[config.mk]
export PLATFORM = sky130hd
export DESIGN_NAME = entropy_decode_ac_run_coefficients
export DESIGN_NICKNAME = d
export VERILOG_FILES = /design/src/rtl/entropy_decode_ac_run_coefficients.sv
export SDC_FILE = /design/constraint.sdc
export NUM_CORES = 1
export LEC_CHECK = 0
export CORE_ASPECT_RATIO = 1.4
export CORE_MARGIN = 8
export CORE_UTILIZATION = 40
export DETAILED_ROUTE_END_ITERATION = 10
export GPL_ROUTABILITY_DRIVEN = 0
export PLACE_DENSITY_LB_ADDON = 0.1
export SETUP_SLACK_MARGIN = 0.3
export SYNTH_ARGS = -nofsm -noshare
export SYNTH_HDL_FRONTEND = slang
export SYNTH_SLANG_ARGS = --single-unit
[constraint.sdc]
create_clock -name clk -period 5.2 [get_ports clk]
set_clock_uncertainty 0.1 [all_clocks]
set_input_delay 1.04 -clock clk [delete_from_list [all_inputs] [get_ports clk]]
set_output_delay 1.04 -clock clk [all_outputs]
set_load 0.02 [all_outputs]
[src/rtl/entropy_decode_ac_run_coefficients.sv]
// entropy_decode_ac_run_coefficients
//
// Bit-serial decoder for adaptive Rice / Exp-Golomb AC run codewords. Each
// accepted start consumes one codeword (one bit per cycle, MSB first) and
// returns the decoded run. The previous run selects the codebook for the
// next codeword; slice_start resets that history to 4.
//
// Ports
//   clk          rising-edge clock
//   reset_n      asynchronous active-low reset
//   slice_start  strobe: prev_run <- 4, abort any decode, go IDLE
//   start        decode request, sampled only in IDLE
//   bit_in       bitstream bit
//   bit_valid    bit_in is valid this cycle
//   bit_ready    decoder consumes bit_in this cycle when bit_valid is high
//   busy         decoder is in PREFIX or SUFFIX
//   run_valid    one-cycle pulse, run holds a fresh value
//   run          decoded run, held until the next run_valid
//   error        one-cycle pulse on prefix overflow (16 zeros)

module entropy_decode_ac_run_coefficients (
  input  logic        clk,
  input  logic        reset_n,
  input  logic        slice_start,
  input  logic        start,
  input  logic        bit_in,
  input  logic        bit_valid,
  output logic        bit_ready,
  output logic        busy,
  output logic        run_valid,
  output logic [31:0] run,
  output logic        error
);

  localparam logic [1:0] ST_IDLE   = 2'd0;
  localparam logic [1:0] ST_PREFIX = 2'd1;
  localparam logic [1:0] ST_SUFFIX = 2'd2;
  localparam logic [1:0] ST_DONE   = 2'd3;

  logic [1:0]  state_q, state_d;
  logic [4:0]  z_q, z_d;
  logic [31:0] acc_q, acc_d;
  logic [4:0]  n_q, n_d;
  logic        rice_q, rice_d;
  logic [2:0]  s_q, s_d;
  logic [1:0]  qlim_q, qlim_d;
  logic        kr_q, kr_d;
  logic [1:0]  ke_q, ke_d;
  logic [31:0] prev_q, prev_d;
  logic [31:0] run_q, run_d;
  logic        run_valid_q, run_valid_d;
  logic        error_q, error_d;

  // Codebook fields derived from the previous run value
  logic [2:0] cb_s;
  logic [1:0] cb_q;
  logic       cb_kr;
  logic [1:0] cb_ke;

  logic       finish;
  logic [4:0] eg_len;

  // Exp-Golomb value: acc holds 1 followed by the suffix bits; removing the
  // implicit (1<<ke) and adding the switch point gives the run.
  function automatic logic [31:0] eg_run(input logic [31:0] acc,
                                         input logic [1:0]  ke,
                                         input logic [2:0]  s);
    eg_run = acc - (32'd1 << ke) + {29'd0, s};
  endfunction

  always_comb begin
    cb_s  = 3'd0;
    cb_q  = 2'd0;
    cb_kr = 1'b0;
    cb_ke = 2'd0;
    if (prev_q <= 32'd1) begin
      cb_s = 3'd3; cb_q = 2'd3; cb_kr = 1'b0; cb_ke = 2'd1;
    end else if (prev_q <= 32'd3) begin
      cb_s = 3'd2; cb_q = 2'd2; cb_kr = 1'b0; cb_ke = 2'd1;
    end else if (prev_q == 32'd4) begin
      cb_s = 3'd0; cb_q = 2'd0; cb_kr = 1'b0; cb_ke = 2'd0;
    end else if (prev_q <= 32'd8) begin
      cb_s = 3'd4; cb_q = 2'd2; cb_kr = 1'b1; cb_ke = 2'd2;
    end else if (prev_q <= 32'd14) begin
      cb_s = 3'd0; cb_q = 2'd0; cb_kr = 1'b0; cb_ke = 2'd1;
    end else begin
      cb_s = 3'd0; cb_q = 2'd0; cb_kr = 1'b0; cb_ke = 2'd2;
    end
  end

  // z >= Q on this path, so the subtraction cannot wrap; max is 15+2 = 17.
  assign eg_len = z_q - {3'd0, qlim_q} + {3'd0, ke_q};

  always_comb begin
    state_d     = state_q;
    z_d         = z_q;
    acc_d       = acc_q;
    n_d         = n_q;
    rice_d      = rice_q;
    s_d         = s_q;
    qlim_d      = qlim_q;
    kr_d        = kr_q;
    ke_d        = ke_q;
    prev_d      = prev_q;
    run_d       = run_q;
    run_valid_d = 1'b0;
    error_d     = 1'b0;
    finish      = 1'b0;

    case (state_q)
      ST_IDLE: begin
        if (start) begin
          state_d = ST_PREFIX;
          z_d     = 5'd0;
          acc_d   = 32'd0;
          s_d     = cb_s;
          qlim_d  = cb_q;
          kr_d    = cb_kr;
          ke_d    = cb_ke;
        end
      end
      ST_PREFIX: begin
        if (bit_valid) begin
          if (!bit_in) begin
            z_d = z_q + 5'd1;
            if (z_q == 5'd15) begin
              error_d = 1'b1;
              state_d = ST_IDLE;
            end
          end else if (z_q < {3'd0, qlim_q}) begin
            rice_d = 1'b1;
            acc_d  = {27'd0, z_q};
            n_d    = {4'd0, kr_q};
            if (!kr_q) finish = 1'b1;
            else       state_d = ST_SUFFIX;
          end else begin
            rice_d = 1'b0;
            acc_d  = 32'd1;
            n_d    = eg_len;
            if (eg_len == 5'd0) finish = 1'b1;
            else                state_d = ST_SUFFIX;
          end
        end
      end
      ST_SUFFIX: begin
        if (bit_valid) begin
          acc_d = {acc_q[30:0], bit_in};
          n_d   = n_q - 5'd1;
          if (n_q == 5'd1) finish = 1'b1;
        end
      end
      default: begin
        state_d = ST_IDLE;
      end
    endcase

    // Result is formed on the edge that consumes the last bit so that
    // run/run_valid are registered and visible during the DONE cycle.
    if (finish) begin
      state_d     = ST_DONE;
      run_valid_d = 1'b1;
      run_d       = rice_d ? acc_d : eg_run(acc_d, ke_q, s_q);
      prev_d      = run_d;
    end

    // Slice boundary overrides everything, including a completing codeword.
    if (slice_start) begin
      state_d     = ST_IDLE;
      prev_d      = 32'd4;
      run_d       = run_q;
      run_valid_d = 1'b0;
      error_d     = 1'b0;
    end
  end

  always_ff @(posedge clk or negedge reset_n) begin
    if (!reset_n) begin
      state_q     <= ST_IDLE;
      z_q         <= 5'd0;
      acc_q       <= 32'd0;
      n_q         <= 5'd0;
      rice_q      <= 1'b0;
      s_q         <= 3'd0;
      qlim_q      <= 2'd0;
      kr_q        <= 1'b0;
      ke_q        <= 2'd0;
      prev_q      <= 32'd4;
      run_q       <= 32'd0;
      run_valid_q <= 1'b0;
      error_q     <= 1'b0;
    end else begin
      state_q     <= state_d;
      z_q         <= z_d;
      acc_q       <= acc_d;
      n_q         <= n_d;
      rice_q      <= rice_d;
      s_q         <= s_d;
      qlim_q      <= qlim_d;
      kr_q        <= kr_d;
      ke_q        <= ke_d;
      prev_q      <= prev_d;
      run_q       <= run_d;
      run_valid_q <= run_valid_d;
      error_q     <= error_d;
    end
  end

  assign busy      = (state_q == ST_PREFIX) || (state_q == ST_SUFFIX);
  assign bit_ready = busy;
  assign run_valid = run_valid_q;
  assign run       = run_q;
  assign error     = error_q;

endmodule
== Word-level counts from Yosys, hierarchy flattened ==
Index checks and enable logic that the tools add are counted.
Word-level totals
  output and inout bits: 36
  input bits: 6
  bits in registers: 119
  logic and storage cells: 117
Operators by class
  order comparisons: 5
  equality and inequality tests: 16
  shift operators: 1
  reduce and logical (&&, ||, !) cells: 11
  add/subtract/negate cells: 6
  multiplexer cells: 64
  bitwise logic cells: 1
Operators with widths (count)
  2-to-1 mux 32 bit: 7
  one-hot mux 32 bit (3 select lines): 1
  <= comparator 32 x 4 -> 1 bit, second input constant: 2
  2-to-1 mux 5 bit: 8
  2-to-1 mux 2 bit: 18
  adder 32 x 3 -> 32 bit: 1
  equality test 32 x 3 -> 1 bit, second input constant: 1
  <= comparator 32 x 1 -> 1 bit, second input constant: 1
  <= comparator 32 x 2 -> 1 bit, second input constant: 1
  << shifter 1 x 2 -> 32 bit, first input constant: 1
  subtractor 32 bit: 1
  2-to-1 mux 1 bit: 22
  one-hot mux 5 bit (2 select lines): 2
  2-to-1 mux 3 bit: 4
  inequality test 6 bit, second input constant: 2
  inequality test 2 bit, second input constant: 5
  inequality test 4 bit, second input constant: 2
  AND reduction 4 bit: 2
  one-hot mux 2 bit (3 select lines): 1
  AND reduction 6 bit: 1
  nonzero test 2 bit: 3
  adder 5 x 1 -> 5 bit, second input constant: 1
  adder 5 x 2 -> 5 bit: 1
  equality test 5 x 1 -> 1 bit, second input constant: 1
  14 further kinds: 15

== Logic depth before layout (Yosys ltp) ==
  depth in word-level cells: 10
  depth in mapped cells: 18
  depth with buffers taken out: 17

== Worst setup path after synthesis ==
Ideal clock, no wire load.
  path type: input-to-reg
  from: in bit_in
  to: reg prev_q[29]
  path slack: 389 ps
  cell stages on the path: 16
  required time: 4965 ps
  path buffers: 2
  library setup time: 135 ps
  arrival: 4577 ps
  cell sequence: clkbuf_1 -> nand2b_1 -> o2111ai_1 -> buf_2 -> a222oi_1 -> fa_1 -> inv_1 -> ha_1 -> a211oi_1 -> o21ai_1 -> a21boi_1 -> o31a_1 -> o21ai_0 -> or3_1 -> a31oi_1 -> o22ai_1
On the way
  longest elaborated chain between the ends: 8
  elaborated cells on any way between the ends: 16
  those cells by class: add/sub: 2; mux: 13; reduce/logical: 1
Ends and longest elaborated chain
  from (decl): line 26  | input logic bit_in,
  2-to-1 mux 32 bit: line 124  | if (!bit_in) begin
  2-to-1 mux 32 bit: line 123  | if (bit_valid) begin
  one-hot mux 32 bit (3 select lines): line 110  | case (state_q)
  subtractor 32 bit: line 68  | eg_run = acc - (32'd1 << ke) + {29'd0, s};
  adder 32 x 3 -> 32 bit: line 68
  2-to-1 mux 32 bit: line 162  | run_d = rice_d ? acc_d : eg_run(acc_d, ke_q, s_q);
  2-to-1 mux 32 bit: line 159  | if (finish) begin
  2-to-1 mux 32 bit: line 167  | if (slice_start) begin
  to (signal assigned): line 201  | prev_q <= prev_d;
  to (decl): line 49  | logic [31:0] prev_q, prev_d;
Parallel ways exist; a longest one is shown, timed or not. The select of a mux whose other input is x is not followed.
A chain may end at the register's enable or synchronous reset.

== Worst setup path after layout ==
  from: in bit_in
  to: reg run_q[31] (netlist: run[31])
On the way
  longest elaborated chain between the ends: 6
  elaborated cells on any way between the ends: 14
  those cells by class: add/sub: 2; mux: 11; reduce/logical: 1
Ends and longest elaborated chain
  2-to-1 mux 32 bit: line 124
  2-to-1 mux 32 bit: line 123
  one-hot mux 32 bit (3 select lines): line 110
  via acc_d[3]: line 42  | logic [31:0] acc_q, acc_d;
  subtractor 32 bit: line 68
  adder 32 x 3 -> 32 bit: line 68
  2-to-1 mux 32 bit: line 162
  to (signal assigned): line 202  | run_q <= run_d;
  to (decl): line 50  | logic [31:0] run_q, run_d;
The timed path passes the listed nets, and every way through them passes these cells.

==> results.ini <==
[worst_setup_path]
cp.required_ns = 5.41
cp_max_fo = 15
r2r_end = run[31]
r2r-start = z_q[1]
reg2reg_depth = 17
critical_path.endpoint_type = flip-flop
crit_arrival_ns = 4.99
cp-start-kind = input port
r2r_slack_ns = 0.51
path_class = input port to flip-flop

[yosys]
async_flop_share_pct = 100
seq_area_frac_synth_pct = 39.4
ys_ff_latch = 117
synth-edff-count = 0
postSynthAreaPerCell_um2 = 8.67
synthesis.area_mm2 = 0.00743
synthFlopType = dfrtp_1
synth_cell_types = 76
synth.largest_area_cell = dfrtp_1
ys_top_cells_by_area = dfrtp_1 39%, ha_1 8.6%, nand2_1 5.9%
syn_nets = 919
yosys.area.top_type_share_pct = 39.1
synthesis.instances = 857
synth_warnings = 0

[run_status]
outcome = finished, final reports clean

[floorplan]
ios = 42
fp.dieH_um = 177
rows = 59
dieArea_mm2 = 0.0233
core_mm2 = 0.0184
die_w_um = 131
initial_utilization_pct = 40.4

[cts]
numCtsBuffers = 17
clockBufferDepth = 2
cts_tree = done
clk_pin_slew_ns = 0.06
cts_max_level = 4
root_buffer = clkbuf_16
clk_latency_ns = 0.42
cts_sinks = 117
cts.hold.buffers_added = 0

[run]
cap_violations = 0

[pwr]
p_total_w = 0.00596
ir_worst_vdd_mv = 0.292
p_per_area_mw_per_mm2 = 662
cellLeakagePower_nw = 4.41

[timing]
max_freq_mhz = 209
hold_viol_final = 0
tightestPinTransition_ns = 0.970
hold_slack_ns = 0.378
slew_headroom_pct = 34.8
layout_setup_ws_ns = 0.420
layout_min_cycle_time_ns = 4.78
drv_slew = 0
rsz0062_at_grt = yes
setup_viol = 0
layout_worst_path_cycle_share_pct = 91.9

[drt]
first_iter_violations = 363
drc = 0
vias_per_cell = 5.60
ant_nets = 0
wl_per_cell_um = 19.1
drt_wl_total_um = 22600
firstDrtPassIters = 4
route.vias.total = 6606

[final_layout]
final_cells = 1180
drive_gt1_share_pct = 12.6
antenna_cells = 0
syn_to_final_growth_pct = 21.2
fillers = 1767
multi_input_area_mm2 = 0.00415
final_nets = 985
ff_latch_area_mm2 = 0.00293

[hold_path]
whs_path_depth = 2
min-delay-path-class = flip-flop to flip-flop
holdPathEnd = run[20]
min_from = run[20]

[global_routing]
grt_max_degree = 56
overflow = 0
antenna_found_initial = 0
first_global_vias = 6878
track_usage_pct = 19.8
grt_pass1_wl_um = 36200

[placed_design]
numPortBuffers = 41
hpwl_um = 16800
dp_worst_setup_slack_ns = -0.275
dp.cells = 1146

-- how the worst max path moves through the flow --
stage,slack [ns],from,to
2_1_floorplan,0.39,bit_in,prev_q[29]
3_3_place_gp,-0.15,bit_in,prev_q[29]
3_5_place_dp,-0.27,bit_in,prev_q[29]
4_1_cts,0.33,bit_in,prev_q[29]
5_1_grt,0.18,bit_in,run[31]
6_report,0.42,bit_in,run[31]
-- what timing repair did --
item	4_1_cts	5_1_grt
setup buffers	0	2
pin swaps	0	7
endpoints found under the setup margin	15	39
resized for setup	3	19
-- per-layer routing --
layer  GRT usage (%)  wire (um)  vias to the layer above
met3            3.30        721                       41
li1                -          -                     3153
met4            10.4        828                        0
met1            20.5       8680                     3235
met2            37.4      12300                      177
met5               0          0                        -
-- logic make-up (layout without fill, tap and decap cells) --
logic type      Yosys count  in the layout  synth area share, %
buf+inv                 110            189                 6.23
xor+xnor                 33             33                 3.89
mux                       6              6                0.842
flops                   117            117                 39.4
simple gates            274            274                 16.4
fa+ha+maj                57             57                 10.1
compound gates          260            260                 23.1
-- power breakdown --
group / internal, W / switching, W / total, W
clock network: 0.000766 / 0.000477 / 0.00124
registers: 0.00109 / 0.000128 / 0.00121
logic: 0.00148 / 0.00203 / 0.00351
-- Yosys cell counts (all sizes together), types with 3 or more instances --
| cell | number |
|---|---|
| a211oi | 11 |
| a21boi | 3 |
| a21o | 13 |
| a21oi | 76 |
| a221oi | 3 |
| a222oi | 4 |
| a22o | 6 |
| a22oi | 23 |
| a31oi | 10 |
| and2 | 4 |
| and3 | 10 |
| buf | 19 |
| clkbuf | 18 |
| dfrtp | 116 |
| fa | 5 |
| ha | 51 |
| inv | 72 |
| mux2i | 4 |
| nand2 | 118 |
| nand2b | 5 |
| nand3 | 11 |
| nand3b | 3 |
| nand4 | 8 |
| nor2 | 80 |
| nor3 | 18 |
| nor4 | 9 |
| o211ai | 8 |
| o21ai | 66 |
| o21bai | 4 |
| o22ai | 4 |
| o31ai | 9 |
| xnor2 | 21 |
| xor2 | 12 |
-- critical path, cell delays in order --
cell and delay [ns]:
clkdlybuf4s50_1 0.51, nand2b_1 0.17, o2111ai_4 0.17, buf_6 0.20
a222oi_1 0.38, inv_1 0.11, ha_1 0.31, ha_1 0.32
o211ai_1 0.15, o211ai_1 0.32, a211oi_2 0.17, o2111a_1 0.29
a2111oi_2 0.37, o31ai_1 0.13, nor3b_1 0.18, a21o_1 0.17
-- metrics by stage --
step | utilization [%] | cell area (um^2) | TNS (ns)
2_1_floorplan | - | 7430 | 0
3_3_place_gp | 45.0 | 8270 | -0.963
3_5_place_dp | 45.0 | 8270 | -3.12
4_1_cts | 48.4 | 8900 | 0
5_1_grt | 49.0 | 9010 | 0
6_report | 49.0 | 9010 | 0
-- area by class of cell --
cell class / count / area share, %
Inverter: 73 / 3.04
Clock buffer: 17 / 4.72
Timing Repair Buffer: 84 / 8.15
Clock inverter: 15 / 2.14
Tap cell: 244 / 3.39
Sequential cell: 117 / 32.5
Multi-Input combinational cell: 630 / 46.0
-- state kept, by name, summed over array words and instances (netlist names) --
register and cells:
run_valid 1, n_q 5, state_q 2, run 32
acc_q 32, z_q 5, error 1, prev_q 32
ke_q 2, rice_q 1, qlim_q 1, s_q 3
-- layout by cell type, fill, tap and decap left out, types with 8 or more instances in the layout --
cell type and n:
nor4_1 9, a22oi_1 23, inv_1 70, o21ai_0 57, xor2_1 12, o211ai_1 8, nor2_1 80, clkdlybuf4s50_1 40
dfrtp_1 116, nand4_1 8, nand3_1 10, xnor2_1 19, nand2_1 117, a21o_1 13, a21oi_1 74, ha_1 50
nor3_1 16, clkbuf_16 17, and3_1 9, buf_4 43
Power figures use the tool's default switching activity.
